<file path="src/rtl/cg_pkg.sv">
// Shared definitions for the conjugate-gradient iteration controller:
// FP32 field positions, the default convergence tolerance and the FSM states.
package cg_pkg;

    localparam int FP32_SIGN_BIT = 31;
    localparam int FP32_EXP_MSB  = 30;
    localparam int FP32_EXP_LSB  = 23;
    localparam int FP32_MAN_MSB  = 22;
    localparam int FP32_MAN_LSB  = 0;

    // Default convergence threshold on r.r (float32 bit pattern, ~1.0e-14).
    localparam logic [31:0] CG_TOLERANCE = 32'h283424DC;

    typedef enum logic [1:0] {
        ST_IDLE   = 2'd0,
        ST_LAUNCH = 2'd1,
        ST_RUN    = 2'd2,
        ST_DONE   = 2'd3
    } cg_state_t;

endpackage

</file>
<file path="src/rtl/cg_iteration_controller_if.sv">
// Controller <-> CG datapath ALU link.
// Handshake: there is no back-pressure. rsnew_valid and iter_done are
// single-cycle strobes from the ALU; rsnew is meaningful only in a cycle
// where rsnew_valid is high. reset_vxv1/reset_mxv1 are level holds from the
// controller; the ALU units run only while they are low.
interface cg_iteration_controller_if #(
    parameter int ELEMENT_WIDTH = 32
);
    logic [ELEMENT_WIDTH-1:0] rsnew;
    logic                     rsnew_valid;
    logic                     iter_done;
    logic                     reset_vxv1;
    logic                     reset_mxv1;

    // Controller side.
    modport master (
        input  rsnew, rsnew_valid, iter_done,
        output reset_vxv1, reset_mxv1
    );

    // ALU side.
    modport slave (
        output rsnew, rsnew_valid, iter_done,
        input  reset_vxv1, reset_mxv1
    );
endinterface

</file>
<file path="src/rtl/cg_iteration_controller_fp32_le_nonneg.sv">
// FP32 classifier: flags negative or NaN values, and compares the magnitude
// against a constant threshold. For two non-negative floats the unsigned
// compare of bits [30:0] orders them exactly like the float values.
module fp32_le_nonneg
    import cg_pkg::*;
#(
    parameter logic [31:0] THRESH = CG_TOLERANCE
) (
    input  logic [31:0] value,
    output logic        is_bad,
    output logic        le
);

    // Pure combinational classification and magnitude compare.
    always_comb begin
        is_bad = value[FP32_SIGN_BIT]
               | ((&value[FP32_EXP_MSB:FP32_EXP_LSB]) & (|value[FP32_MAN_MSB:FP32_MAN_LSB]));
        le     = (value[30:0] <= THRESH[30:0]);
    end

endmodule

</file>
<file path="src/rtl/cg_iteration_controller.sv">
// Conjugate-gradient iteration controller: launches each ALU iteration by
// pulsing the vXv1/mXv1 holds, latches the new residual, and decides
// continue / converged / iteration limit.
// Optional watchdog: define CG_ITER_WATCHDOG_EN to end a solve whose
// iteration never finishes within WDOG_CYCLES RUN cycles.
module cg_iteration_controller
    import cg_pkg::*;
#(
    parameter int          ELEMENT_WIDTH = 32,
    parameter int          ITER_W        = 16,
    parameter int          MAX_ITER      = 1000,
    parameter logic [31:0] TOLERANCE     = CG_TOLERANCE,
    parameter int          LAUNCH_CYCLES = 2,
    parameter int          WDOG_CYCLES   = 65535
) (
    input  logic                     clk,
    input  logic                     reset,
    input  logic                     start,
    cg_iteration_controller_if.master alu,
    output logic                     busy,
    output logic                     done,
    output logic                     converged,
    output logic                     bad_residual,
    output logic                     timeout,
    output logic [ITER_W-1:0]        iter_count,
    output logic [ELEMENT_WIDTH-1:0] residual,
    output cg_state_t                state_dbg
);

    localparam int LC_W = (LAUNCH_CYCLES > 1) ? $clog2(LAUNCH_CYCLES) : 1;

    if (MAX_ITER < 1 || MAX_ITER >= (1 << ITER_W) || LAUNCH_CYCLES < 1 || WDOG_CYCLES < 1) begin : g_param_check
        $error("cg_iteration_controller: illegal parameter combination");
    end

    cg_state_t                state, state_n;
    logic [LC_W-1:0]          launch_cnt;
    logic                     have_rs;
    logic [ELEMENT_WIDTH-1:0] rs_eff;
    logic                     rs_bad, rs_le;
    logic                     bad_now, have_now, conv_n, tmo_n;
    logic [ITER_W-1:0]        iter_inc;

`ifdef CG_ITER_WATCHDOG_EN
    localparam int WD_W = $clog2(WDOG_CYCLES + 1);
    logic [WD_W-1:0] wdog_cnt;
`endif

    // A residual arriving together with iter_done is the one the decision uses.
    assign rs_eff    = alu.rsnew_valid ? alu.rsnew : residual;
    assign state_dbg = state;

    fp32_le_nonneg #(.THRESH(TOLERANCE)) u_cmp (
        .value  (rs_eff),
        .is_bad (rs_bad),
        .le     (rs_le)
    );

    // Next-state and end-of-solve decision.
    always_comb begin
        state_n  = state;
        conv_n   = 1'b0;
        tmo_n    = 1'b0;
        bad_now  = bad_residual | (alu.rsnew_valid & rs_bad);
        have_now = have_rs | alu.rsnew_valid;
        iter_inc = iter_count + ITER_W'(1);
        case (state)
            ST_IDLE:   if (start) state_n = ST_LAUNCH;
            ST_LAUNCH: if (launch_cnt == '0) state_n = ST_RUN;
            ST_RUN: begin
                if (alu.iter_done) begin
                    if (bad_now) begin
                        state_n = ST_DONE;
                    end else if (have_now && rs_le) begin
                        state_n = ST_DONE;
                        conv_n  = 1'b1;
                    end else if (iter_inc == ITER_W'(MAX_ITER)) begin
                        state_n = ST_DONE;
                    end else begin
                        state_n = ST_LAUNCH;
                    end
                end
`ifdef CG_ITER_WATCHDOG_EN
                else if (wdog_cnt == WD_W'(WDOG_CYCLES - 1)) begin
                    state_n = ST_DONE;
                    tmo_n   = 1'b1;
                end
`endif
            end
            ST_DONE:   if (start) state_n = ST_LAUNCH;
            default:   state_n = ST_IDLE;
        endcase
    end

    // State register, registered outputs and per-solve status.
    always_ff @(posedge clk) begin
        if (reset) begin
            state          <= ST_IDLE;
            launch_cnt     <= '0;
            have_rs        <= 1'b0;
            busy           <= 1'b0;
            done           <= 1'b0;
            converged      <= 1'b0;
            bad_residual   <= 1'b0;
            timeout        <= 1'b0;
            iter_count     <= '0;
            residual       <= '0;
            alu.reset_vxv1 <= 1'b1;
            alu.reset_mxv1 <= 1'b1;
        end else begin
            state          <= state_n;
            busy           <= (state_n == ST_LAUNCH) || (state_n == ST_RUN);
            done           <= (state_n == ST_DONE);
            alu.reset_vxv1 <= (state_n != ST_RUN);
            alu.reset_mxv1 <= (state_n != ST_RUN);

            if ((state == ST_IDLE || state == ST_DONE) && start) begin
                iter_count   <= '0;
                converged    <= 1'b0;
                bad_residual <= 1'b0;
                timeout      <= 1'b0;
            end

            if (state_n == ST_LAUNCH && state != ST_LAUNCH) begin
                launch_cnt <= LC_W'(LAUNCH_CYCLES - 1);
                have_rs    <= 1'b0;
            end else if (state == ST_LAUNCH && launch_cnt != '0) begin
                launch_cnt <= launch_cnt - LC_W'(1);
            end

            if (state == ST_RUN) begin
                if (alu.rsnew_valid) begin
                    residual <= alu.rsnew;
                    have_rs  <= 1'b1;
                    if (rs_bad) bad_residual <= 1'b1;
                end
                if (alu.iter_done) begin
                    iter_count <= iter_inc;
                    converged  <= conv_n;
                end
                if (tmo_n) timeout <= 1'b1;
            end
        end
    end

`ifdef CG_ITER_WATCHDOG_EN
    // Watchdog: cycles spent in RUN since the last launch without iter_done.
    always_ff @(posedge clk) begin
        if (reset) begin
            wdog_cnt <= '0;
        end else if (state_n == ST_RUN && state != ST_RUN) begin
            wdog_cnt <= '0;
        end else if (state == ST_RUN && !alu.iter_done) begin
            wdog_cnt <= wdog_cnt + WD_W'(1);
        end
    end
`endif

endmodule
</file>
<file path="src/flat_wrapper.sv">
// flat-port wrapper written by rule: the top's interface ports become plain ports
module cg_iteration_controller_flat import cg_pkg::*;
#(
    parameter int          ELEMENT_WIDTH = 32,
    parameter int          ITER_W        = 16,
    parameter int          MAX_ITER      = 1000,
    parameter logic [31:0] TOLERANCE     = CG_TOLERANCE,
    parameter int          LAUNCH_CYCLES = 2,
    parameter int          WDOG_CYCLES   = 65535
)
  (clk, reset, start, busy, done, converged, bad_residual, timeout, iter_count, residual, state_dbg, alu_rsnew, alu_rsnew_valid, alu_iter_done, alu_reset_vxv1, alu_reset_mxv1);
  cg_iteration_controller_if #(.ELEMENT_WIDTH(ELEMENT_WIDTH)) alu_i ();
  input  logic clk;
  input  logic reset;
  input  logic start;
  output logic busy;
  output logic done;
  output logic converged;
  output logic bad_residual;
  output logic timeout;
  output logic [ITER_W-1:0] iter_count;
  output logic [ELEMENT_WIDTH-1:0] residual;
  output cg_state_t state_dbg;
  input wire logic [$bits(alu_i.rsnew)-1:0] alu_rsnew;
  input wire logic [$bits(alu_i.rsnew_valid)-1:0] alu_rsnew_valid;
  input wire logic [$bits(alu_i.iter_done)-1:0] alu_iter_done;
  output wire logic [$bits(alu_i.reset_vxv1)-1:0] alu_reset_vxv1;
  output wire logic [$bits(alu_i.reset_mxv1)-1:0] alu_reset_mxv1;
  assign alu_i.rsnew = alu_rsnew;
  assign alu_i.rsnew_valid = alu_rsnew_valid;
  assign alu_i.iter_done = alu_iter_done;
  assign alu_reset_vxv1 = alu_i.reset_vxv1;
  assign alu_reset_mxv1 = alu_i.reset_mxv1;
  cg_iteration_controller #(.ELEMENT_WIDTH(ELEMENT_WIDTH), .ITER_W(ITER_W), .MAX_ITER(MAX_ITER), .TOLERANCE(TOLERANCE), .LAUNCH_CYCLES(LAUNCH_CYCLES), .WDOG_CYCLES(WDOG_CYCLES)) u_core (.clk(clk), .reset(reset), .start(start), .alu(alu_i), .busy(busy), .done(done), .converged(converged), .bad_residual(bad_residual), .timeout(timeout), .iter_count(iter_count), .residual(residual), .state_dbg(state_dbg));
endmodule
</file>
<file path="config.mk">
export PLATFORM = sky130hd
export DESIGN_NAME = cg_iteration_controller_flat
export DESIGN_NICKNAME = d
export VERILOG_FILES = /design/src/rtl/cg_pkg.sv /design/src/rtl/cg_iteration_controller_if.sv /design/src/rtl/cg_iteration_controller_fp32_le_nonneg.sv /design/src/rtl/cg_iteration_controller.sv /design/src/flat_wrapper.sv
export SDC_FILE = /design/constraint.sdc
export NUM_CORES = 1
export LEC_CHECK = 0
export ABC_AREA = 1
export ABC_CLOCK_PERIOD_IN_PS = 5800
export CAP_MARGIN = 20
export CORE_ASPECT_RATIO = 0.75
export CORE_MARGIN = 1
export CORE_UTILIZATION = 52
export DETAILED_ROUTE_END_ITERATION = 10
export GPL_TIMING_DRIVEN = 1
export PLACE_DENSITY = 0.86
export SLEW_MARGIN = 20
export SYNTH_ARGS = -nofsm -noshare
export SYNTH_HDL_FRONTEND = slang
export SYNTH_HIERARCHICAL = 1
export SYNTH_SLANG_ARGS = --single-unit
</file>
<file path="constraint.sdc">
create_clock -name clk -period 5.8 [get_ports clk]
set_input_delay 1.16 -clock clk [delete_from_list [all_inputs] [get_ports clk]]
set_output_delay 1.16 -clock clk [all_outputs]
set_load 0.005 [all_outputs]
</file>
==> out/qor.csv <==
stage;metric;value;unit
global_route;number of global-route vias before repair;3436;
clock_network;Hold Buf Count CTS;0;
route;Wirelength per Cell;12.9;um
global_route;global route overflow;0;
floorplanning;Die ar.;0.00679;sq mm
global_route;GR Util All Layers;0.288;
synth;Syn Area/Cell;5.97;sq um
clock_network;root buffer cell;clkbuf_8;
sta;fin crit share;0.762;
synth;Syn Nets;607;
sta;Slew Limit Fails;0;
sta;Fin. Hold Viols;0;
worst_setup_path;Worst Path Buf+Inv;5;
flow_run;Max Cap Viol;0;
placed_design;Port Buffer Count;92;
clock_network;TritonCTS Buffers;9;
placed_design;DP HPWL;6600;um
synth;cell area after synthesis;0.00336;sq mm
placed_design;pre-CTS setup slack;1.14;ns
worst_setup_path;Startpoint Class;input port;
sta;setup TNS;0;ns
worst_setup_path;CP top delay family;simple AND/OR/NAND/NOR gates;
synth;sequential element share of the synthesized area;0.339;
sta;maximum clock rate;226;MHz
run_status;run status;finished clean;
power;Peak VDD IR;216;uV
clock_network;CTS Buffer Depth;2;
power;P_leak;1.88;nW
worst_hold_path;worst hold start;u_core/have_rs$_SDFF_PP0_;
worst_setup_path;Worst path slowest cell;inv_1;
sta;Tmin final;4.42;ns
worst_hold_path;Worst Hold Class;reg -> reg;
route;Antenna Nets Post-Route;0;
worst_setup_path;Worst Path Max Fanout;37;
route;first-pass iteration count of the detailed router;5;
worst_setup_path;worst path cell trace;clkdlybuf4s50_1, buf_4, inv_1, nand2_1, nand2_1, nor2_1, nand3_1, nor2_1, nand3_1, nand3_1, nand2_1, a21oi_1, nor3b_1, nand2_1, nand2_1, nand2_1, nand2_2, inv_1, ha_1, inv_1, nor2_1;
global_route;pin count of the biggest net entering global routing;38;
final_layout;Nets;689;
floorplanning;chip width;94.8;um
clock_network;Post-CTS Setup Inserts;0;
route;DRC violations left;0;
floorplanning;core area;0.00604;sq mm
worst_setup_path;slowest stage delay, CP;0.51;ns
synth;Mapped Cells;563;
final_layout;share of post-route cells with drive strength above 1;0.0663;
worst_setup_path;critical path endpoint category;flip-flop;
worst_setup_path;Setup crit start;alu_rsnew_valid;
clock_network;CTS tree;yes;
worst_setup_path;worst path arrival time;4.61;ns
floorplanning;# rows;24;
worst_setup_path;cell repeated most along the worst path;nand2_1;
floorplanning;initial core utilization;0.557;
floorplanning;Top-Level Pins;94;
worst_setup_path;critical path class;in -> reg;
synth;synth warn;6;
synth;Synth Register Bits;57;
final_layout;Area Growth Syn to Fin;34.0;%
worst_setup_path;critical path data required time;5.99;ns
clock_network;total number of H-tree levels;3;
sta;Finish-stage setup viols;0;
sta;final worst slack;1.38;ns
route;total wire length;9370;um
sta;slew margin rel.;0.297;
route;vias per cell;5.23;
power;cell area power density;310;mW/mm^2
synth;Unique masters post-synth;30;
clock_network;CTS resizes;0;
final_layout;Fillers;487;
floorplanning;chip height;71.6;um
placed_design;RePlAce Congestion;0.855;
sta;RSZ-0062 raised after global routing;false;
clock_network;worst skew pair latency;0.34;ns
final_layout;ANT cells;0;
global_route;initial antenna violation count;0;
worst_setup_path;reg2reg start;u_core/state_dbg[0]$_SDFF_PP0_;
clock_network;CTS clk-pin slew, worst paths;0.06;ns
clock_network;clk sinks;57;
sta;Clock Skew;0.0111;ns
route;DR iter-0 viols;300;
route;Vias;3799;
sta;pin slew with the least headroom to its limit;1.05;ns
global_route;first-pass GRT wire length;15400;um
[cell families after synthesis]
family                   after synthesis  share of synthesized area
other                                  1                    0.00112
XOR/XNOR                               1                    0.00261
adder cells (fa/ha/maj)                7                     0.0261
buffers and inverters                 71                     0.0837
AO/OA/AOI/OAI                         64                     0.0975
flip-flops                            57                      0.339
AND/OR/NAND/NOR                      362                      0.450
[registers in the layout, summed over array words and instances, names as in the netlist]
register,count
u_core/done,1
u_core/converged,1
u_core/busy,1
u_core/launch_cnt,1
u_core/alu.reset_mxv1,1
u_core/state_dbg,2
u_core/iter_count,16
u_core/have_rs,1
u_core/bad_residual,1
u_core/residual,32
[path summary, 6_finish.rpt]
kind / cells after the start / slack [ns] / endpoint
setup / recovery: 21 / 1.38 / u_core/busy$_SDFF_PP0_
hold / removal: 2 / 0.48 / u_core/have_rs$_SDFF_PP0_
hold reg to reg: 2 / 0.48 / u_core/have_rs$_SDFF_PP0_
setup reg to reg: 6 / 3.02 / u_core/residual[28]$_SDFFE_PP0P_
[placed cells by master (no fill, tap or decap)]
cell / count
or2_0: 1
ha_1: 7
buf_4: 1
nand3b_1: 1
clkbuf_8: 13
nor2_4: 2
nand3_2: 3
dfxtp_1: 57
clkinv_2: 1
o21a_1: 2
nand2_1: 204
nand3_1: 24
nand4_1: 5
o21ai_0: 38
nor3_2: 2
and2b_1: 1
bufinv_16: 1
clkdlybuf4s50_1: 92
xor2_1: 1
nand2_2: 8
a21oi_1: 22
inv_1: 45
a22oi_1: 1
o21ai_1: 1
inv_2: 2
clkinv_1: 2
nor3_1: 4
conb_1: 1
nor2_1: 96
nor2_2: 10
nor3b_1: 1
[per-layer routing]
layer | vias up | wire length, um | GRT usage
met5 | - | 0 | 0
met4 | 0 | 155 | 0.104
met3 | 20 | 665 | 0.0690
met2 | 179 | 4240 | 0.454
met1 | 1696 | 4310 | 0.385
li1 | 1904 | - | -
[worst reg2reg max path, delay by kind of cell (launching register included)]
| kind | cells | cell delay, ns |
|---|---|---|
| AND/OR/NAND/NOR | 3 | 1.17 |
| buffers and inverters | 2 | 0.85 |
| flip-flops | 1 | 0.41 |
| adder cells (fa/ha/maj) | 1 | 0.25 |
[synthesized netlist by cell type]
cell | instances | share of area
nand2_1 | 204 | 0.23
nor2_1 | 96 | 0.11
dfxtp_1 | 57 | 0.34
inv_1 | 45 | 0.050
o21ai_0 | 38 | 0.057
nand3_1 | 24 | 0.036
a21oi_1 | 22 | 0.033
clkbuf_1 | 18 | 0.020
nor2_2 | 10 | 0.019
nand2_2 | 8 | 0.015
ha_1 | 7 | 0.026
nand4_1 | 5 | 0.0093
nor3_1 | 4 | 0.0060
nand3_2 | 3 | 0.0089
buf_4 | 2 | 0.0045
clkinv_1 | 2 | 0.0022
inv_2 | 2 | 0.0022
nor2_4 | 2 | 0.0067
nor3_2 | 2 | 0.0060
o21a_1 | 2 | 0.0045
a22oi_1 | 1 | 0.0022
and2b_1 | 1 | 0.0022
buf_1 | 1 | 0.0011
buf_6 | 1 | 0.0033
conb_1 | 1 | 0.0011
nand3b_1 | 1 | 0.0022
nor3b_1 | 1 | 0.0022
o21ai_1 | 1 | 0.0015
or2_0 | 1 | 0.0019
xor2_1 | 1 | 0.0026
[final cells by class]
class / count / area, sq um / share of cell area
clock buffers: 13 / 179 / 0.0397
clock inverters: 2 / 35.0 / 0.00778
inverters: 49 / 184 / 0.0408
multi-input cells: 435 / 1940 / 0.431
flip-flops and latches: 57 / 1140 / 0.253
well taps: 78 / 97.6 / 0.0217
repair buffers: 93 / 928 / 0.206
[through the flow]
stage	power [mW]	utilization	hold slack (ns)	cells	cell area (sq um)
CTS	1.40	0.746	0.479	727	4500
detailed placement	0.999	0.711	0.466	712	4290
floorplan	0.783	-	0.439	563	3360
finish	1.40	0.746	0.481	727	4500
global placement	0.982	0.711	0.462	712	4290
global route	1.48	0.746	0.520	727	4500
[power breakdown]
| group | total [mW] | switching, mW | internal [mW] |
|---|---|---|---|
| clock network | 0.396 | 0.154 | 0.242 |
| logic | 0.493 | 0.268 | 0.225 |
| registers | 0.508 | 0.0528 | 0.455 |
| total | 1.40 | 0.474 | 0.923 |
Power figures use the tool's default switching activity.
==> RTL edit 1, RTL diff (same settings) <==
`ITER_W` is set to 16 in 2 places; all go to 14.
--- a/src/rtl/cg_iteration_controller.sv
+++ b/src/rtl/cg_iteration_controller.sv
@@ -8,5 +8,5 @@
 #(
     parameter int          ELEMENT_WIDTH = 32,
-    parameter int          ITER_W        = 16,
+    parameter int          ITER_W        = 14,
     parameter int          MAX_ITER      = 1000,
     parameter logic [31:0] TOLERANCE     = CG_TOLERANCE,
--- a/src/flat_wrapper.sv
+++ b/src/flat_wrapper.sv
@@ -3,5 +3,5 @@
 #(
     parameter int          ELEMENT_WIDTH = 32,
-    parameter int          ITER_W        = 16,
+    parameter int          ITER_W        = 14,
     parameter int          MAX_ITER      = 1000,
     parameter logic [31:0] TOLERANCE     = CG_TOLERANCE,
Interface: changed (resized iter_count); port bits go from 94 to 92. No check against the original RTL was run, so the function may have changed too.
==> RTL edit 1 against the unedited design <==
Sequential cell count decreased by 2; synthesized cell count decreased by 4.4%; power decreased by 15%; wire length decreased by 8.0%; cell area decreased by 6.6%; synthesized area decreased by 4.5%; setup slack got worse by 3.3 ps; via count decreased by 5.6%; clock skew decreased by 3.9 ps; worst hold slack got worse by 13 ps; count of clock-buffer cells in the layout decreased by 6; largest cell class unchanged; largest power group unchanged; highest routed layer unchanged.
==> RTL edit 1: results (changes against the unedited design) <==
[detailed_routing]
drt_iter0_markers=262  ; was 300
wl_met1_mm=4.07  ; was 4.31 mm
vias=3587  ; was 3799
dr_wl_met2_mm=3.83  ; was 4.24 mm

[placement]
dp_hpwl_mm=6.39  ; was 6.60 mm
dp_worst_setup_slack_ps=1170  ; was 1140 ps

[global_routing]
grt_pass1_vias=3309  ; was 3436
grt.met1_usage_pct=38.1  ; was 38.5%
grt_pass1_wl_mm=14.6  ; was 15.4 mm
gr-usage-met2_pct=44.6  ; was 45.4%

[power]
pwr.group.clock_uw=207  ; was 396 uW
p_switching_uw=435  ; was 474 uW
seq_power_share_pct=41.5  ; was 36.4%
leakage_uw=0.00174  ; was 0.00188 uW

[cts]
clk_latency_ps=310  ; was 340 ps
clk_pin_slew_ps=90  ; was 60 ps
cts_max_level=2  ; was 3

[critical_path]
slowest_delay_ps=490  ; was 510 ps
cp.arrival_ps=4590  ; was 4610 ps
worstReg2RegEnd=u_core/residual[14]  ; was u_core/residual[28]
rrSetupSlack_ps=3050  ; was 3020 ps

[run_status]
status=finished clean  ; unchanged

[timing]
fin_worst_hold_slack_ps=469  ; was 481 ps
finClkSkew_ps=7.12  ; was 11.1 ps
final.period_utilization_pct=76.2  ; about the same

[layout]
final_cells=693  ; was 727

[synth]
syn-num-nets=582  ; was 607
ys_top_cells_by_count=190 x nand2_1, 99 x nor2_1, 55 x dfxtp_1  ; was 204 x nand2_1, 96 x nor2_1, 57 x dfxtp_1
synth_area_leaders=dfxtp_1 34%, nand2_1 22%, nor2_1 12%, o21ai_0 5.9%, inv_1 5.0%  ; was dfxtp_1 34%, nand2_1 23%, nor2_1 11%, o21ai_0 5.7%, inv_1 5.0%

## RTL edit 1: changes by cell type in the layout (fill, tap and decap cells not counted), sizes merged, moves of 2 or more
| cell | change |
|---|---|
| a21oi | -2 |
| clkbuf | -6 |
| clkdlybuf4s50 | -2 |
| clkinv | -2 |
| dfxtp | -2 |
| inv | -3 |
| nand2 | -16 |
| nand3 | -3 |
## RTL edit 1: kinds of logic (layout without fill, tap and decap cells)
family	Yosys count	in the layout	synth area share (%)
adder cells (fa/ha/maj)	7	7	2.73
XOR/XNOR	1	1	0.273
other	1	1	0.117
AND/OR/NAND/NOR	345	345	44.4
AO/OA/AOI/OAI	63	63	10.1
buffers and inverters	66	143	7.99
flip-flops	55	55	34.3
## RTL edit 1: area by class of cell
cell class              instances  area (sq um)
multi-input cells             417          1850
fillers                       527          1680
flip-flops and latches         55          1100
repair buffers                 91           908
inverters                      44           165
well taps                      78          97.6
clock buffers                   7          76.3
clock inverters                 1          5.00
==> RTL edit 2, RTL diff (same settings) <==
Without the edit above. Remove the register `busy`: a continuous assignment takes its place, so the output `busy` follows one clock earlier.
--- a/src/rtl/cg_iteration_controller.sv
+++ b/src/rtl/cg_iteration_controller.sv
@@ -99,5 +99,4 @@
             launch_cnt     <= '0;
             have_rs        <= 1'b0;
-            busy           <= 1'b0;
             done           <= 1'b0;
             converged      <= 1'b0;
@@ -110,5 +109,4 @@
         end else begin
             state          <= state_n;
-            busy           <= (state_n == ST_LAUNCH) || (state_n == ST_RUN);
             done           <= (state_n == ST_DONE);
             alu.reset_vxv1 <= (state_n != ST_RUN);
@@ -144,4 +142,6 @@
     end
 
+    assign busy = (state_n == ST_LAUNCH) || (state_n == ST_RUN);
+
 `ifdef CG_ITER_WATCHDOG_EN
     // Watchdog: cycles spent in RUN since the last launch without iter_done.
Formal check against the unedited RTL: not equivalent (a bounded check fails within 4 cycles, from zero or initial values and one cycle with reset high).
==> RTL edit 2 against the unedited design <==
Worst hold slack got worse by 12 ps; largest cell class unchanged; cell area decreased by 3.6%; clock skew is 3.9 ps lower; register-to-register slack worse by 50 ps; clock power decreased by 43%; synthesized area fell by 2.1%; via count increased by 0.45%; setup slack got worse by 960 ps; power decreased by 11%; wire length is 2.5% higher; core utilization decreased by 1.6 points; sequential cell count down 1.
==> RTL edit 2: results (changes against the unedited design) <==
[placement]
dp_cells=709  ; was 712
io_buffers=92  ; unchanged
dp_worst_setup_slack_ps=483  ; was 1140 ps
place_area_sq_mm=0.00425  ; was 0.00429 sq mm
dp_hpwl_mm=7.02  ; was 6.60 mm
finalWeightedCongestion=0.954  ; was 0.855

[layout]
largest_reg_flops=32  ; unchanged
drive_above_1_share_pct=3.29  ; was 6.63%
final_nets=682  ; was 689
antenna_cells=0  ; unchanged
largest-register=u_core/residual  ; unchanged

[detailed_routing]
drt_iter0_markers=274  ; was 300
vias=3816  ; was 3799
viasPerCell=5.32  ; was 5.23
wl_per_cell_microns=13.4  ; was 12.9 microns
first_pass_iters=6  ; was 5
drtAntennaViolNets=0  ; unchanged

[critical_path]
cp.arrival_ps=4220  ; was 4610 ps
cp_slowest_cell=clkdlybuf4s50_1  ; was inv_1
critical_path.top_delay_family=simple AND/OR/NAND/NOR gates  ; unchanged
slowest_delay_ps=490  ; was 510 ps
path_max_fanout=36  ; was 37

[synth]
postSynthAreaPerCell_sq_um=5.90  ; was 5.97 sq um
yosysWarnings=6  ; unchanged
yosysSeqAreaShare_pct=34.1  ; was 33.9%
syn-num-nets=602  ; was 607
ys_async_sr_fraction_pct=0  ; unchanged
ys_top_cells_by_count=208 x nand2_1, 101 x nor2_1, 56 x dfxtp_1  ; was 204 x nand2_1, 96 x nor2_1, 57 x dfxtp_1
synth_area_leaders=dfxtp_1 34%, nand2_1 24%, nor2_1 12%, o21ai_0 5.8%, inv_1 4.9%  ; was dfxtp_1 34%, nand2_1 23%, nor2_1 11%, o21ai_0 5.7%, inv_1 5.0%
synth_cell_type_count=30  ; unchanged

[cts]
clk_latency_ps=310  ; was 340 ps
cts_resized=0  ; unchanged
cts_buffer_depth=2  ; unchanged
clk_pin_slew_ps=90  ; was 60 ps
post_cts_buffers=0  ; unchanged
cts_max_level=2  ; was 3
cts_root_buffer=clkbuf_8  ; unchanged
cts_inserted_buffers=5  ; was 9

[run_status]
status=finished clean  ; unchanged

[power]
leakage_uw=0.00181  ; was 0.00188 uW
ir_drop_mv=0.161  ; was 0.216 mV

[timing]
slew_headroom_pct=29.2  ; was 29.7%
slew_viol_final=0  ; unchanged
finClkSkew_ps=7.14  ; was 11.1 ps

[global_routing]
grt_overflow=0  ; unchanged
grt_pass1_wl_mm=15.5  ; was 15.4 mm
track_usage_pct=29.2  ; was 28.8%
grt_start_max_net_pins=37  ; was 38
antenna_found_initial=0  ; unchanged
grt_pass1_vias=3293  ; was 3436

[min_path]
hold_path.class=flop to flop  ; unchanged

==> RTL edit 2: logic make-up after synthesis <==
family	count (synthesis)	synth area share [%]
simple gates	361	44.9
buf+inv	68	8.02
compound gates	64	9.96
flops	56	34.1
fa+ha+maj	7	2.66
xor+xnor	1	0.266
other cells	1	0.114
==> RTL edit 2: worst paths after layout <==
kind / from / end / slack, ps / cells past startpoint
setup / recovery: alu_rsnew_valid / busy / 420 / 19
hold / removal: u_core/have_rs / u_core/have_rs / 470 / 2
setup reg to reg: u_core/state_dbg[0] / u_core/residual[0] / 2970 / 6
hold reg to reg: u_core/have_rs / u_core/have_rs / 470 / 2
==> RTL edit 2: per-stage QoR <==
step / total power [uW] / hold WS [ps]
CTS: 1240 / 472
global route: 1320 / 510
global placement: 986 / 458
floorplan: 769 / 439
detailed placement: 1010 / 459
finish: 1240 / 469
==> RTL edit 2: metal layers <==
metal | up-vias | routed length, microns | track usage, %
li1 | 1892 | - | -
met1 | 1704 | 4370 | 41.7
met2 | 210 | 4260 | 45.6
met3 | 10 | 889 | 4.73
met4 | 0 | 92 | 8.03
met5 | - | 0 | 0
==> RTL edit 2: final cells by class <==
cell class / instances / area, sq um
flip-flops and latches: 56 / 1120
repair buffers: 95 / 956
well taps: 78 / 97.6
fillers: 516 / 1600
clock buffers: 8 / 90.1
inverters: 46 / 173
multi-input cells: 434 / 1910
==> RTL edit 2: power by group <==
group,internal [uW],switching [uW],total (uW)
Clock,97.9,126,224
Combinational,242,278,520
Sequential,445,52.8,498
Total,784,457,1240
